===== src/rtl/booth_mul_seq_if.sv =====
// rtl/booth_mul_seq_if.sv - start/done handshake bundle for the sequential Booth multiplier
interface booth_mul_seq_if #(
    parameter int WIDTH = 32
);
    logic                 start;
    logic                 is_signed;
    logic [WIDTH-1:0]     mcnd;
    logic [WIDTH-1:0]     mplr;
    logic                 busy;
    logic                 done;
    logic [2*WIDTH-1:0]   product;

    // Control unit side: issues operations and waits on done.
    modport master (
        output start, is_signed, mcnd, mplr,
        input  busy, done, product
    );

    // Multiplier side.
    modport slave (
        input  start, is_signed, mcnd, mplr,
        output busy, done, product
    );
endinterface


===== src/rtl/booth_mul_seq.sv =====
// rtl/booth_mul_seq.sv - iterative radix-4 Booth multiplier, one digit per clock
module booth_mul_seq #(
    parameter int WIDTH = 32
) (
    input  logic          clk,
    input  logic          reset,
    booth_mul_seq_if.slave bus
);
    // Operands are carried as WIDTH+2 bits so the unsigned top bit gets its own digit;
    // the accumulator is 2*WIDTH+2 bits and wraps modulo its width.
    localparam int EW = WIDTH + 2;
    localparam int AW = 2 * WIDTH + 2;
    localparam int CW = $clog2(WIDTH / 2 + 2);
    localparam logic [CW-1:0] LAST_SIGNED   = CW'(WIDTH / 2 - 1);
    localparam logic [CW-1:0] LAST_UNSIGNED = CW'(WIDTH / 2);

    typedef enum logic {
        IDLE = 1'b0,
        RUN  = 1'b1
    } state_t;

    state_t          state;
    logic [AW-1:0]   mc_sh;     // extended multiplicand, pre-shifted to weight 4^k
    logic [EW-1:0]   mp_sh;     // extended multiplier, current digit in bits [1:0]
    logic            mp_prev;   // bit below the current digit (m[2k-1])
    logic [AW-1:0]   acc;
    logic [CW-1:0]   cnt;
    logic            sgn;

    logic [AW-1:0]   pp;
    logic [AW-1:0]   acc_next;
    logic            last_digit;

    // Booth recoding of the current triplet into a partial product.
    always_comb begin
        pp = '0;
        case ({mp_sh[1:0], mp_prev})
            3'b001, 3'b010: pp = mc_sh;
            3'b011:         pp = {mc_sh[AW-2:0], 1'b0};
            3'b100:         pp = '0 - {mc_sh[AW-2:0], 1'b0};
            3'b101, 3'b110: pp = '0 - mc_sh;
            default:        pp = '0;
        endcase
        acc_next   = acc + pp;
        last_digit = (cnt == (sgn ? LAST_SIGNED : LAST_UNSIGNED));
    end

    // Control FSM and datapath: latch on start, retire one digit per RUN cycle.
    always_ff @(posedge clk) begin
        if (reset) begin
            state       <= IDLE;
            bus.busy    <= 1'b0;
            bus.done    <= 1'b0;
            bus.product <= '0;
            acc         <= '0;
            cnt         <= '0;
            mc_sh       <= '0;
            mp_sh       <= '0;
            mp_prev     <= 1'b0;
            sgn         <= 1'b0;
        end else begin
            bus.done <= 1'b0;
            case (state)
                IDLE: begin
                    if (bus.start) begin
                        mc_sh    <= {{(AW - WIDTH){bus.is_signed & bus.mcnd[WIDTH-1]}}, bus.mcnd};
                        mp_sh    <= {{2{bus.is_signed & bus.mplr[WIDTH-1]}}, bus.mplr};
                        mp_prev  <= 1'b0;
                        sgn      <= bus.is_signed;
                        acc      <= '0;
                        cnt      <= '0;
                        bus.busy <= 1'b1;
                        state    <= RUN;
                    end
                end
                RUN: begin
                    acc     <= acc_next;
                    mc_sh   <= {mc_sh[AW-3:0], 2'b00};
                    mp_sh   <= {{2{mp_sh[EW-1]}}, mp_sh[EW-1:2]};
                    mp_prev <= mp_sh[1];
                    cnt     <= cnt + CW'(1);
                    if (last_digit) begin
                        bus.product <= acc_next[2*WIDTH-1:0];
                        bus.done    <= 1'b1;
                        bus.busy    <= 1'b0;
                        state       <= IDLE;
                    end
                end
                default: state <= IDLE;
            endcase
        end
    end
endmodule


===== src/flat_wrapper.sv =====
// flat-port wrapper written by rule: the top's interface ports become plain ports
module booth_mul_seq_flat 
#(
    parameter int WIDTH = 32
)
  (clk, reset, bus_start, bus_is_signed, bus_mcnd, bus_mplr, bus_busy, bus_done, bus_product);
  booth_mul_seq_if #(.WIDTH(WIDTH)) bus_i ();
  input  logic clk;
  input  logic reset;
  input wire logic [$bits(bus_i.start)-1:0] bus_start;
  input wire logic [$bits(bus_i.is_signed)-1:0] bus_is_signed;
  input wire logic [$bits(bus_i.mcnd)-1:0] bus_mcnd;
  input wire logic [$bits(bus_i.mplr)-1:0] bus_mplr;
  output wire logic [$bits(bus_i.busy)-1:0] bus_busy;
  output wire logic [$bits(bus_i.done)-1:0] bus_done;
  output wire logic [$bits(bus_i.product)-1:0] bus_product;
  assign bus_i.start = bus_start;
  assign bus_i.is_signed = bus_is_signed;
  assign bus_i.mcnd = bus_mcnd;
  assign bus_i.mplr = bus_mplr;
  assign bus_busy = bus_i.busy;
  assign bus_done = bus_i.done;
  assign bus_product = bus_i.product;
  booth_mul_seq #(.WIDTH(WIDTH)) u_core (.clk(clk), .reset(reset), .bus(bus_i));
endmodule

===== config.mk =====
export PLATFORM = sky130hd
export DESIGN_NAME = booth_mul_seq_flat
export DESIGN_NICKNAME = d
export VERILOG_FILES = /design/src/rtl/booth_mul_seq_if.sv /design/src/rtl/booth_mul_seq.sv /design/src/flat_wrapper.sv
export SDC_FILE = /design/constraint.sdc
export NUM_CORES = 1
export LEC_CHECK = 0
export ABC_AREA = 1
export BUFFER_PORTS_ARGS = -buffer_cell sky130_fd_sc_hd__buf_2
export CORE_MARGIN = 4
export CORE_UTILIZATION = 30
export DETAILED_ROUTE_END_ITERATION = 8
export GPL_ROUTABILITY_DRIVEN = 0
export PLACE_DENSITY = 0.58
export SKIP_LAST_GASP = 1
export SLEW_MARGIN = 30
export SYNTH_ARGS = -nofsm -noshare
export SYNTH_HDL_FRONTEND = slang
export SYNTH_SLANG_ARGS = --single-unit

===== constraint.sdc =====
create_clock -name clk -period 3.1 [get_ports clk]
set_input_delay 0.465 -clock clk [delete_from_list [all_inputs] [get_ports clk]]
set_output_delay 0.465 -clock clk [all_outputs]
set_load 0.01 [all_outputs]

### After elaboration in Yosys (flattened, before gate mapping)

Index checks and enable logic that the tools add are counted.

* bits in registers: 240
* input port bits: 68
* output and inout bits: 66
* logic and storage cells: 53

* $add $sub $neg: 4
* equal/unequal tests: 9
* multiplexer cells: 19
* bitwise gates (word level): 3
* reduce and logical (&&, ||, !) cells: 7

Operators with widths (number)
* $pmux W66 S2: 2
* $pmux W66 S4: 1
* $mux W66: 2
* $sub A1 B66 Y66 const A: 2
* $pmux W34 S2: 1
* $add A66 B66 Y66: 1
* $mux W34: 1
* $mux W5: 2
* $pmux W5 S2: 1
* $eq A3 B3 Y1 const B: 3
* $reduce_and A2 Y1: 4
* $eq A3 B2 Y1 const B: 2
* $mux W1: 6
* $pmux W1 S2: 3
* $reduce_or A2 Y1: 3
* $add A5 B1 Y5 const B: 1
* $eq A5 B5 Y1: 1
* $ne A2 B2 Y1 const B: 2
* $eq A3 B1 Y1 const B: 1
* $and A1 B1 Y1: 2
* $not A1 Y1: 1

### Longest topological paths before layout

* depth in word-level cells: 5
* depth in mapped cells: 30
* depth with buffers taken out: 30

### Worst setup path after synthesis

No wires, ideal clock.

* path kind: reg-to-reg
* start: register u_core.mc_sh[1]
* end: register u_core.acc[36]
* library setup time: 132 ps
* data arrival time: 3181 ps
* path slack: -214 ps
* cell stages (with the launch flop): 21
* clock period less this slack: 3314 ps
* cell sequence: dfxtp_1 -> inv_1 -> ha_1 -> nand2_1 -> inv_1 -> nand2_1 -> inv_1 -> nand2_1 -> nor2_1 -> xor2_1 -> inv_1 -> a221o_1 -> ha_1 -> a21oi_1 -> a21boi_0 -> o21ai_0 -> a21oi_1 -> nand3_1 -> or2_2 -> nand3_1 -> a21oi_1

* longest elaborated chain between the ends: 4
* elaborated cells between the ends (all ways): 5

Ends and longest elaborated chain
* from (decl): line booth_mul_seq.sv:23 `logic [AW-1:0] mc_sh;`
* from (signal assigned): line booth_mul_seq.sv:66 `mc_sh <= {{(AW - WIDTH){bus.is_signed & bus.mcnd[WIDTH-1]}}, bus.mcnd};`
* from (signal assigned): line booth_mul_seq.sv:78 `mc_sh <= {mc_sh[AW-3:0], 2'b00};`
* $sub A1 B66 Y66, on equally long branches: line booth_mul_seq.sv:41, booth_mul_seq.sv:40
* $pmux W66 S4 (*): line booth_mul_seq.sv:37 `case ({mp_sh[1:0], mp_prev})`
* $add A66 B66 Y66 (*): line booth_mul_seq.sv:44 `acc_next = acc + pp;`
* $pmux W66 S2 (*): line booth_mul_seq.sv:63 `case (state)`
* to (signal assigned): line booth_mul_seq.sv:77 `acc <= acc_next;`
* to (decl): line booth_mul_seq.sv:26 `logic [AW-1:0] acc;`

Mark *: on every way between the ends. The rest lies on a longest branch, timed or not.
A chain may end at the register's enable or synchronous reset.

### Final worst setup path

* start: register u_core.mc_sh[2]
* end: register u_core.acc[36]

The elaborated chain is that of the path after synthesis.

==> impl_metrics.tcl <==
set metrics [dict create \
    status "finished, violations left" \
    violations "negative setup slack" \
    grt_pass1_wl_um 107200 \
    seqPwrFrac_pct 33.5 \
    ys_ff_latch 236 \
    fin_nets 3499 \
    clock_sinks 236 \
    maxCapViolCount 0 \
    synthCells 2661 \
    syn_area_um2 16650 \
    cp-start-kind "flop" \
    ctsHoldBuffers 0 \
    min_path_type "input pin to flop" \
    tightest_slew_ns 0.7841 \
    r2r-start "u_core.mc_sh[2]" \
    min_period_ns 3.882 \
    crit_top_cell "nor2_4" \
    grt_pass1_vias 19877 \
    yosys_warnings 0 \
    fillers 4924 \
    setup-tns-final_ns -58.39 \
    setup_viol 114 \
    cp.buffers_inverters 6 \
    seq_area_frac_synth_pct 28.38 \
    worstSetupPathType "flop to flop" \
    clock_skew_ns 0.03988 \
    drc 0 \
    top_layer_used "met5" \
    ant_nets 0 \
    drv_slew 0 \
    synth_top_area_cell "dfxtp_1" \
    cts_buffer_depth 3 \
    rsz0062_at_grt "true" \
    avgRoutedWirePerCell_um 18.02 \
    finalHoldViolCount 0 \
    vias_per_cell 5.176 \
    p_sw_share_pct 32.11 \
    synth_edf_count 0 \
    numPortBuffers 133 \
    clk_pin_slew_worst_paths_ns 0.06 \
    startpoint "u_core.mc_sh[2]" \
    required_ns 3.62 \
    pwr-share-clk_pct 37.0 \
    max_freq_ghz 0.2576 \
    wl_met1_um 31180 \
    ir_worst_vdd_mv 0.3595 \
    synth_common_cells "761 x nand2_1, 326 x inv_1, 276 x nor2_1" \
    drt-total-wl_um 74530 \
    wl_met3_um 5549 \
    antenna_found_initial 9 \
    dr.pass1.iters 7 \
    min-delay-start "bus_mplr[13]" \
    seq_area_um2 4736 \
    switchingPower_mw 3.104 \
    wl_met2_um 33730 \
    yosysMostFrequentCell "nand2_1" \
    internal_power_mw 6.562 \
    cts_tree "built" \
    core_um2 54990 \
    grt_max_degree 142 \
    synthesis.nets 2795 \
    combinationalPowerShare_pct 29.5 \
    setup_ws_ns -0.7823 \
    grt_overflow_total 0 \
    synth.top_cell.area_share_pct 28.38 \
    powerDensity_nw_per_um2 339.5 \
    endpoint_kind "flop" \
    multiInputGateArea_um2 14470 \
    max_stage_delay_ns 0.40 \
    r2r_slack_ns -0.78 \
    die_y_um 243.6 \
    finalCritPeriodShare_pct 125.2 \
    chipWidth_um 243.6 \
    crit_family "simple AND/OR/NAND/NOR gates" \
    pre_cts_slack_ns -1.061 \
    initial_utilization_pct 30.28 \
    slowest_stage "ha_4" \
    cts_buffers 29 \
    htreeDepth 1 \
    p_leak_nw 12.76 \
    place_hpwl_um 50370 \
    avgSynthCellArea_um2 6.257 \
    cts-root-buf "clkbuf_16" \
    synth_top_flop_cell "dfxtp_1" \
    num_rows 86 \
    die_area_um2 59330 \
    arrival_ns 4.40 \
    gr-usage-all-layers_pct 22.25 \
    synth_cell_types 52 \
    netlist_top_cells_area "dfxtp_1 28%, nand2_1 17%, inv_1 7.3%, nor2_1 6.2%, nand3_1 6.0%" \
    max_slew_margin_pct 47.60 \
    drive_gt1_share_pct 46.93 \
    crit_fanout 3 \
    io_pins 134 \
    drt_iter0_drc 1830 \
    vias 21409 \
    area_delta_synth_final_pct 71.00 \
    async_flop_share_pct 0 \
    clkLatencyLatePin_ns 0.60 \
]
cell type report:
type,count,area share [%]
Clock buffer,42,3.002
Tap cell,748,3.287
Antenna cell,2,0.01758
Clock inverter,10,0.4790
Multi-Input combinational cell,1982,50.82
Inverter,332,4.421
Timing Repair Buffer,784,21.34
Sequential cell,236,16.63
logic make-up (layout without fill, tap and decap cells):
group                      Yosys count  in the layout  share of synthesized area, %
other                                0              2                             0
and+or+nand+nor                   1354           1354                         34.34
buffers and inverters              443           1168                         10.11
xor gates and xnor gates            70             70                         3.682
adders and majority gates           66             66                         5.005
DFF                                236            236                         28.38
AOI/OAI and AO/OA                  492            492                         18.49
layer usage:
layer  vias up  track usage, %
met5         -               0
met1     10023           29.64
met2       955           36.20
met3       269           3.368
met4        14           8.928
li1      10148               -
path summary, 6_finish.rpt:
path,depth (start not counted),end
max,27,u_core.acc[36]
min,5,u_core.mp_sh[13]
max reg2reg,27,u_core.acc[36]
min reg2reg,2,u_core.bus.product[40]
sequential cells by signal, indices dropped and copies added (netlist names):
signal              flops
u_core.acc             64
u_core.bus.product     64
u_core.mc_sh           64
u_core.mp_sh           34
u_core.cnt              5
u_core.bus.busy         1
u_core.bus.done         1
u_core.mp_prev          1
u_core.sgn              1
u_core.state            1
through the flow:
step	area (um2)	util, %	cells	hold WS, ns	total power [mW]
4_1_cts	26000	47.29	4094	0.1523	9.365
3_3_place_gp	22120	40.23	3954	0.4324	5.388
3_5_place_dp	22120	40.23	3954	0.4369	5.395
2_1_floorplan	16840	-	2661	0.4452	4.375
5_1_grt	28470	51.77	4135	0.1771	10.06
6_report	28470	51.78	4136	0.1715	9.665
worst register-to-register path, stage by stage (launching register included):
cell     delay (ns)
dfxtp_2        0.33
buf_6          0.12
nor2_4         0.10
nand2_2        0.07
nor2_4         0.13
nand2_2        0.10
nor2_4         0.14
nand3_2        0.11
inv_2          0.12
nand2_2        0.07
nor3_2         0.18
xor2_1         0.15
inv_1          0.07
nand2_1        0.06
nand4_1        0.22
ha_4           0.40
buf_6          0.13
nand2_8        0.07
nor2_4         0.13
inv_2          0.08
nor2_4         0.15
inv_4          0.06
nor2_4         0.14
nand4_1        0.21
nand3_2        0.17
or2_4          0.14
nand3_2        0.05
a21oi_1        0.16
power by group through the flow:
| stage | logic [mW] | registers [mW] | clock network (mW) |
|---|---|---|---|
| 2_1_floorplan | 1.11 | 3.26 | 0 |
| 3_3_place_gp | 2.10 | 3.29 | 0 |
| 3_5_place_dp | 2.11 | 3.29 | 0 |
| 4_1_cts | 2.49 | 3.23 | 3.65 |
| 5_1_grt | 3.05 | 3.25 | 3.76 |
| 6_report | 2.85 | 3.24 | 3.58 |
layout by cell type, fill, tap and decap left out, drive strengths merged, types with 4 or more instances in the layout:
cell     synthesis  routed
a22o            24      24
a21oi          196     196
o221ai          23      23
xnor2            6       6
o21ai           87      87
o21a             8       8
or2             15      15
a22oi           50      50
o21bai          10      10
o211ai           4       4
clkinv           3       7
a32o             4       4
nor2           288     288
inv            329     329
clkbuf          89      42
nand3b          19      19
o22ai           24      24
nand4           27      27
a21o            10      10
nor3            20      20
a221oi           8       8
xor2            64      64
a221o           13      13
a31oi            8       8
nor4            11      11
nand3          203     203
o2111ai         15      15
ha              65      65
dfxtp          236     236
nand2          767     767
buf             22     784
timing repair:
item | CTS | global route
pin swaps | 208 | 267
endpoints found under the hold margin | 0 | 0
buffers inserted | 90 | 55
resized for setup | 559 | 518
setup endpoints to repair | 110 | 118
Power figures use the tool's default switching activity.
